===== src/rtl/cpu_pkg.sv =====
// Shared CPU definitions: datapath width, NOP encoding and the
// instruction-fetch state encoding.
package cpu_pkg;

  localparam int XLEN = 32;

  localparam logic [XLEN-1:0] NOP = 32'h0;

  typedef enum logic [2:0] {
    S_ISSUE,
    S_REQ,
    S_HOLD,
    S_DRAIN,
    S_FAULT
  } if_state_e;

endpackage


===== src/rtl/if_watchdog.sv =====
// Ack watchdog for the fetch stage: counts stalled request cycles
// and flags the cycle whose increment would reach TIMEOUT.
module if_watchdog
  import cpu_pkg::*;
#(
  parameter int TIMEOUT = 64
) (
  input  logic clk,
  input  logic rst_n,
  input  logic clear,
  input  logic count,
  output logic expired
);

  localparam int W = $clog2(TIMEOUT + 1);

  logic [W-1:0] cnt_q;
  logic [W-1:0] cnt_d;

  assign expired = count && !clear &&
                   (cnt_q == W'(TIMEOUT - 1));

  always_comb begin
    cnt_d = cnt_q;
    if (clear) begin
      cnt_d = '0;
    end else if (count && cnt_q != W'(TIMEOUT)) begin
      cnt_d = cnt_q + 1'b1;
    end
  end

  always_ff @(posedge clk or negedge rst_n) begin
    if (!rst_n) begin
      cnt_q <= '0;
    end else begin
      cnt_q <= cnt_d;
    end
  end

endmodule


===== src/rtl/inst_fetch.sv =====
// Instruction fetch stage: one outstanding imem read, held for decode.
// Define IF_TIMEOUT_EN to add the ack watchdog and sticky FAULT state.
module inst_fetch
  import cpu_pkg::*;
#(
  parameter int TIMEOUT = 64
) (
  input  logic            clk,
  input  logic            Reset,
  input  logic [XLEN-1:0] pc_in,
  output logic            pc_halt,
  input  logic            flush,
  output logic            imem_req,
  output logic [XLEN-1:0] imem_addr,
  input  logic            imem_ack,
  input  logic [XLEN-1:0] imem_rdata,
  output logic            inst_valid,
  output logic [XLEN-1:0] inst,
  output logic [XLEN-1:0] inst_pc,
  input  logic            inst_ready,
  output logic            fault
);

  if_state_e state_q, state_d;

  logic            req_q, req_d;
  logic [XLEN-1:0] addr_q, addr_d;
  logic            valid_q, valid_d;
  logic [XLEN-1:0] inst_q, inst_d;
  logic [XLEN-1:0] ipc_q, ipc_d;
  logic            fault_q, fault_d;

  logic ack;
  logic wd_exp;

  // an ack with no request outstanding is not a response
  assign ack = req_q && imem_ack;

`ifdef IF_TIMEOUT_EN
  logic wd_clear;
  logic wd_count;

  assign wd_clear = (state_q == S_ISSUE) || ack;
  assign wd_count = ((state_q == S_REQ) ||
                     (state_q == S_DRAIN)) && !ack;

  if_watchdog #(
    .TIMEOUT(TIMEOUT)
  ) u_wd (
    .clk     (clk),
    .rst_n   (Reset),
    .clear   (wd_clear),
    .count   (wd_count),
    .expired (wd_exp)
  );
`else
  assign wd_exp = 1'b0;
`endif

  assign pc_halt = !Reset ||
                   (state_q == S_FAULT) ||
                   !(((state_q == S_HOLD) && inst_ready) ||
                     flush);

  always_comb begin
    state_d = state_q;
    req_d   = req_q;
    addr_d  = addr_q;
    valid_d = valid_q;
    inst_d  = inst_q;
    ipc_d   = ipc_q;
    fault_d = fault_q;
    unique case (state_q)
      S_ISSUE: begin
        addr_d  = pc_in;
        req_d   = 1'b1;
        state_d = S_REQ;
      end
      S_REQ: begin
        if (ack) begin
          req_d = 1'b0;
          if (flush) begin
            state_d = S_ISSUE;
          end else begin
            inst_d  = imem_rdata;
            ipc_d   = addr_q;
            valid_d = 1'b1;
            state_d = S_HOLD;
          end
        end else if (wd_exp) begin
          fault_d = 1'b1;
          req_d   = 1'b0;
          state_d = S_FAULT;
        end else if (flush) begin
          state_d = S_DRAIN;
        end
      end
      S_HOLD: begin
        if (inst_ready || flush) begin
          valid_d = 1'b0;
          state_d = S_ISSUE;
        end
      end
      S_DRAIN: begin
        if (ack) begin
          req_d   = 1'b0;
          state_d = S_ISSUE;
        end else if (wd_exp) begin
          fault_d = 1'b1;
          req_d   = 1'b0;
          state_d = S_FAULT;
        end
      end
      S_FAULT: begin
        state_d = S_FAULT;
      end
      default: begin
        state_d = S_ISSUE;
      end
    endcase
  end

  always_ff @(posedge clk or negedge Reset) begin
    if (!Reset) begin
      state_q <= S_ISSUE;
      req_q   <= 1'b0;
      addr_q  <= '0;
      valid_q <= 1'b0;
      inst_q  <= NOP;
      ipc_q   <= '0;
      fault_q <= 1'b0;
    end else begin
      state_q <= state_d;
      req_q   <= req_d;
      addr_q  <= addr_d;
      valid_q <= valid_d;
      inst_q  <= inst_d;
      ipc_q   <= ipc_d;
      fault_q <= fault_d;
    end
  end

  assign imem_req   = req_q;
  assign imem_addr  = addr_q;
  assign inst_valid = valid_q;
  assign inst       = inst_q;
  assign inst_pc    = ipc_q;
  assign fault      = fault_q;

endmodule


===== config.mk =====
export PLATFORM = sky130hd
export DESIGN_NAME = inst_fetch
export DESIGN_NICKNAME = d
export VERILOG_FILES = /design/src/rtl/cpu_pkg.sv /design/src/rtl/if_watchdog.sv /design/src/rtl/inst_fetch.sv
export SDC_FILE = /design/constraint.sdc
export NUM_CORES = 1
export LEC_CHECK = 0
export ABC_AREA = 1
export BUFFER_PORTS_ARGS = -buffer_cell sky130_fd_sc_hd__buf_2
export CAP_MARGIN = 20
export CORE_MARGIN = 8
export CORE_UTILIZATION = 48
export CTS_CLUSTER_DIAMETER = 200
export DETAILED_ROUTE_END_ITERATION = 12
export PLACE_DENSITY_LB_ADDON = 0.2
export REMOVE_ABC_BUFFERS = 1
export SYNTH_ARGS = -nofsm -noshare
export SYNTH_HDL_FRONTEND = slang
export SYNTH_SLANG_ARGS = --single-unit

===== constraint.sdc =====
create_clock -name clk -period 1.4 [get_ports clk]
set_input_delay 0.14 -clock clk [delete_from_list [all_inputs] [get_ports clk]]
set_output_delay 0.14 -clock clk [all_outputs]
set_load 0.005 [all_outputs]

==> results of run 1 <==
==> power by group through the flow <==
stage / clock (mW) / combinational [mW] / sequential [mW]
2_1_floorplan: 0 / 2.28 / 5.14
3_3_place_gp: 0 / 4.52 / 4.97
3_5_place_dp: 0 / 4.65 / 5.02
4_1_cts: 2.06 / 4.73 / 4.98
5_1_grt: 2.17 / 5.26 / 5.18
6_report: 1.99 / 4.64 / 4.99
==> cell families after synthesis <==
family	synth area share, %
buf+inv	11.6
flops	60.4
compound gates	16.5
simple gates	11.4
other cells	0.0896
==> how the worst max path moves through the flow <==
stage / from / to / slack, ns
after floorplan: state_q[2] / inst_pc[2] / -1.59
after global placement: state_q[1] / inst_pc[2] / 0.16
after detailed placement: state_q[1] / inst_pc[2] / 0.14
after CTS: state_q[1] / pc_halt / -0.05
after global routing: state_q[1] / pc_halt / -0.14
final: state_q[1] / pc_halt / -0.04
==> through the flow <==
stage	setup WS, ns	instances	utilization [%]
global route	-0.141	706	63.7
global placement	0.157	675	59.0
detailed placement	0.139	675	59.0
finish	-0.0425	706	63.7
floorplan	-1.59	393	-
CTS	-0.0537	703	63.1
==> critical path: cells and delay by family, from the launching register on <==
kind	cells	cell delay, ns
flip-flops	1	0.42
AND/OR/NAND/NOR	4	0.33
buffers and inverters	2	0.20
==> what timing repair did <==
action,CTS,global route
setup endpoints to repair,1,61
gates cloned,0,0
resized for setup,5,7
hold endpoints to repair,110,3
pin swaps,1,2
hold buffers,10,3
buffers inserted,2,0
==> per-layer routing <==
| layer | vias to the layer above | wire, um | track usage (%) | part of all wire (%) |
|---|---|---|---|---|
| met5 | - | 0 | 0 | 0 |
| met4 | 0 | 139 | 6.08 | 1.4 |
| met3 | 13 | 1110 | 6.21 | 11 |
| met2 | 120 | 4510 | 24.9 | 44 |
| met1 | 1472 | 4430 | 22.1 | 44 |
| li1 | 1625 | - | - | - |
==> Yosys cell counts <==
| cell type | n | area share, % |
|---|---|---|
| buf_6 | 14 | 3.8 |
| clkbuf_1 | 1 | 0.090 |
| a21oi_1 | 32 | 3.8 |
| nand3_1 | 5 | 0.60 |
| buf_2 | 2 | 0.24 |
| a21boi_0 | 1 | 0.18 |
| nor2_2 | 1 | 0.15 |
| o21ai_0 | 4 | 0.48 |
| nand2_1 | 76 | 6.8 |
| nor2_1 | 35 | 3.1 |
| dfrtp_1 | 101 | 60 |
| buf_4 | 5 | 0.90 |
| inv_2 | 1 | 0.090 |
| nand3_2 | 1 | 0.24 |
| conb_1 | 1 | 0.090 |
| o21ai_2 | 54 | 11 |
| nor2_4 | 1 | 0.27 |
| o21ai_1 | 6 | 0.72 |
| nand4_1 | 1 | 0.15 |
| inv_1 | 73 | 6.5 |
==> flip-flops by register name (all words and copies together) (netlist names) <==
name        count
imem_addr      32
imem_req        1
inst           32
inst_pc        32
inst_valid      1
state_q         3
==> final cells by class <==
| type | instances | area, um2 |
|---|---|---|
| multi-input cells | 218 | 1210 |
| clock inverters | 6 | 87.6 |
| well taps | 108 | 135 |
| inverters | 74 | 278 |
| flip-flops and latches | 101 | 2530 |
| clock buffers | 10 | 128 |
| fillers | 771 | 3120 |
| repair buffers | 189 | 1100 |
==> metrics, run 1 <==
Ant. Diodes 0; relative slew slack a little over two fifths; Hold/Removal Path Class in2reg; Critical Path AT between 1 and 1.5 ns; Core Rows 34; vias per cell between 4 and 5; Comb pwr share between 30% and 40%; CTS buffer count 9; final wirelength 10,200 um; WHS Path Cells 3; Critical Path Slowest Stage Cell dfrtp_2; CP required between 1 and 1.5 ns; CTS H-tree lvls 3; reg-to-reg startpoint state_q[2]; Port Buffer Count around 170; Syn Inst Count ~420; first-pass GRT wire length 15,800 um; Final ANT Viol Nets 0; vias in the first global route about 3,200; crit-path cells inv_2 -> nor2_4 -> nand3_2 -> nand2_1 -> nand3_2 -> buf_2; initial antenna violation count 0; PnR Total Power about 12 mW; CP Class reg2out; status finished, violations left; post-route cell area approximately 0.0055 mm2; GP Congestion 0.713; most frequent cells in the layout 166 x buf_2, 100 x dfrtp_1, 74 x nand2_1, 72 x inv_1, 54 x o21ai_2; CTS sink cnt between 100 and 150; Synth Area per Inst between 10 and 15 um2; Hold Startpoint imem_rdata[15]; Critical Path End Type output pin; core area approximately 0.0086 mm2; unrepaired setup endpoints after global routing yes; io pins roughly 170; grt total ovfl 0; # DRC 0; Seq pwr share 43.0%; max_cap viols 0; Final period util 103%; nets@finish between 600 and 700; CTS tree yes; synth warn 0; Yosys reg bits 101; sequential element share of the synthesized area between 60% and 70%; proportion of layout cells with a drive suffix above 1 43.0%; r2r endpoint inst_pc[29]; clock power share 17.1%; Initial Util 48.7%; setup TNS -0.0425 ns; P_leak just over 3 nW; clock latency on the worst-skew pair roughly 0.36 ns; DP HPWL approximately 7300 um; largest net degree at the start of global routing 57; final hold vios 0; First-pass DRT Iterations 6; hold endpoint inst[15]; FMAX just under 700 MHz; final worst setup slack -0.0425 ns; Worst-path clk slew approximately 0.1 ns; Setup Skew 0.0154 ns; most common cell after layout, fill and taps aside buf_2; total track usage between 10% and 20%; failing checks negative setup slack; startpoint types flip-flop; mapped cell area 0.00418 mm2; Final setup viols 1; crit-path max FO 4; Die Ht between 100 and 150 um; Period minus WS final 1.44 ns; via count approximately 3,200; Final Max Slew Viols 0; die area about 0.012 mm2; placed instance area between 0.005 and 0.006 mm2; VDD IR max about 1.1 mV; Largest stage delay, worst path ~0.42 ns; worst-case clock buffer depth 2; Min Hold Slack 0.0160 ns; Worst R2R Path Depth 6; switching share of power 36.7%; CTS Root Cell clkbuf_8; reg-to-reg setup timing slack 0.01 ns; unique cell type count in the Yosys netlist 20; chip width 109 um; Initial DRC Count 194; per-cell routed wire length ~14 um; P_sw 4.26 mW; Area Growth Syn to Fin 30.8%; most frequent cell on the critical path nand3_2; P per Cell Area between 2000 and 2500 mW/mm2; cell-internal power 7.36 mW; worst-margin pin slew slightly below 0.9 ns
Note: power is estimated with default switching activity, not from simulation.
==> inputs of run 2 (changes only) <==
--- a/config.mk
+++ b/config.mk
@@ -8,6 +8,7 @@
 export ABC_AREA = 1
 export BUFFER_PORTS_ARGS = -buffer_cell sky130_fd_sc_hd__buf_2
 export CAP_MARGIN = 20
+export CORE_ASPECT_RATIO = 0.6
 export CORE_MARGIN = 8
 export CORE_UTILIZATION = 48
 export CTS_CLUSTER_DIAMETER = 200
==> run 2 against run 1 <==
The run now ends clean. Utilization up 1.5 points. Cell area up 1.1%. Global-route usage up 0.71 points. Critical path depth unchanged. Non-clock buffer count down 8. Cell count down 0.57%. Sequential share of layout area down 0.51 points. Register-to-register slack about the same. Sequential cell count unchanged. Clock power up 50%. Critical path type unchanged. Highest routed layer unchanged.
==> metrics, run 2 (synthesis gave the netlist of run 1 again) <==
Area Growth Syn to Fin 32.2%; io pins 169; chip width 137 um; Final period util between 90% and 100%; PnR Total Power between 10 and 15 mW; Period minus WS final between 1 and 1.5 ns; DP Worst Slack between 0.09 and 0.1 ns; Setup crit end pc_halt; P_leak 3.12 nW; Hold/Removal Path Class in2reg; Core Rows 26; final wirelength approximately 11,000 um; CP startpoint state_q[1]; CP Class reg2out; Die Ht roughly 88 um; CTS tree yes; fin cells around 700; proportion of layout cells with a drive suffix above 1 45.8%; Fillers about 700; Critical Path AT 1.24 ns; crit-path max FO 4; status complete, no violations; post-route cell area ~0.0055 mm2; CTS Root Cell clkbuf_16; DP HPWL 7820 um; Critical Path End Type output pin; largest net degree at the start of global routing between 40 and 50; vias in the first global route approximately 3,300; most common cell after layout, fill and taps aside buf_2; per-cell routed wire length ~15 um; Min Hold Slack between 0.04 and 0.05 ns; Port Buffer Count 167; P per Cell Area approximately 2300 mW/mm2; r2r endpoint inst[21]; CTS H-tree lvls 3; Setup Skew ~0.0067 ns; Worst-path clk slew approximately 0.07 ns; VDD IR max approximately 1.3 mV; Multi-input gate area roughly 0.0012 mm2; placed instance area approximately 0.0051 mm2; Final Max Slew Viols 0; Ant. Diodes 0; initial antenna violation count 0; max_cap viols 0; worst-case clock buffer depth 2; FMAX 722 MHz; final worst setup slack around 0.015 ns; clock latency on the worst-skew pair between 0.3 and 0.4 ns; unrepaired setup endpoints after global routing yes; reg-to-reg startpoint state_q[2]; Final setup viols 0; total track usage approximately 17%; first-pass GRT wire length about 17,000 um; vias per cell 4.63; Worst R2R Path Depth 6; most frequent cells in the layout 166 x buf_2, 100 x dfrtp_1, 72 x inv_1, 63 x nand2_1, 54 x o21ai_2; Util after Layout 65.2%; via count 3,248; CTS buffer count 9; nets@finish roughly 650; WHS Path Cells 3; die area ~0.012 mm2; First-pass DRT Iterations 4; core area 0.00849 mm2; Initial Util between 40% and 50%; reg-to-reg setup timing slack approximately 0.015 ns; Reg area ~0.0025 mm2; CP required between 1 and 1.5 ns; # DRC 0; GP Congestion just under 0.8; Final ANT Viol Nets 0; setup TNS 0 ns; grt total ovfl 0; Initial DRC Count between 150 and 200; DP Cell Count 681; final hold vios 0; CTS sink cnt between 100 and 150; startpoint types flip-flop
==> run 2: cell types whose count changed in the layout (fill, tap and decap cells not counted), moves of 5 or more <==
| cell | before | now |
|---|---|---|
| buf_4 | 4 | 9 |
| clkbuf_16 | 0 | 9 |
| clkbuf_8 | 9 | 0 |
| dlygate4sd3_1 | 13 | 1 |
| nand2_1 | 74 | 63 |
| nand2_2 | 2 | 13 |
==> run 2: power by group <==
group	leakage, nW	total (mW)	internal [mW]	switching, mW
sequential	1.21	5.04	4.29	0.753
combinational	1.73	4.73	2.11	2.62
clock	0.177	2.99	1.93	1.06
total	3.12	12.8	8.33	4.43
==> run 2: how the worst min path moves through the flow <==
| stage | startpoint | to | slack [ns] |
|---|---|---|---|
| floorplan | Reset | imem_addr[0] | -0.16 |
| global placement | Reset | imem_addr[7] | -0.02 |
| detailed placement | Reset | inst_pc[7] | -0.02 |
| CTS | imem_rdata[0] | inst[0] | 0.03 |
| global route | imem_rdata[0] | inst[0] | 0.03 |
| finish | imem_rdata[5] | inst[5] | 0.04 |
==> run 2: what timing repair did <==
item,CTS,global route
endpoints found under the hold margin,63,0
setup endpoints to repair,1,65
resized for setup,2,17
setup buffers,2,2
hold buffers,1,0
cloned,0,0
pin swaps,0,1
==> run 2: final cells by class <==
cell class / instances / share of cell area (%)
Sequential cell: 101 / 45.7
Multi-Input combinational cell: 218 / 22.0
Timing Repair Buffer: 181 / 18.2
Inverter: 74 / 5.02
Clock buffer: 10 / 4.14
Tap cell: 112 / 2.53
Clock inverter: 6 / 2.42
==> run 2: routing by layer <==
metal  global-route usage (%)  share of wire (%)  up-vias  wire [um]
li1                         -                  -     1608          -
met1                     21.6                 43     1511       4510
met2                     26.6                 44      122       4640
met3                     9.30                 12        7       1300
met4                     3.87               0.69        0         73
met5                        0                  0        -          0
==> run 2: worst max-delay path: stages, from the launching register on <==
cell     delay, ns
dfrtp_2       0.41
inv_2         0.04
nor2_2        0.11
nand3_1       0.08
nand2_1       0.06
nand3_1       0.06
buf_2         0.13
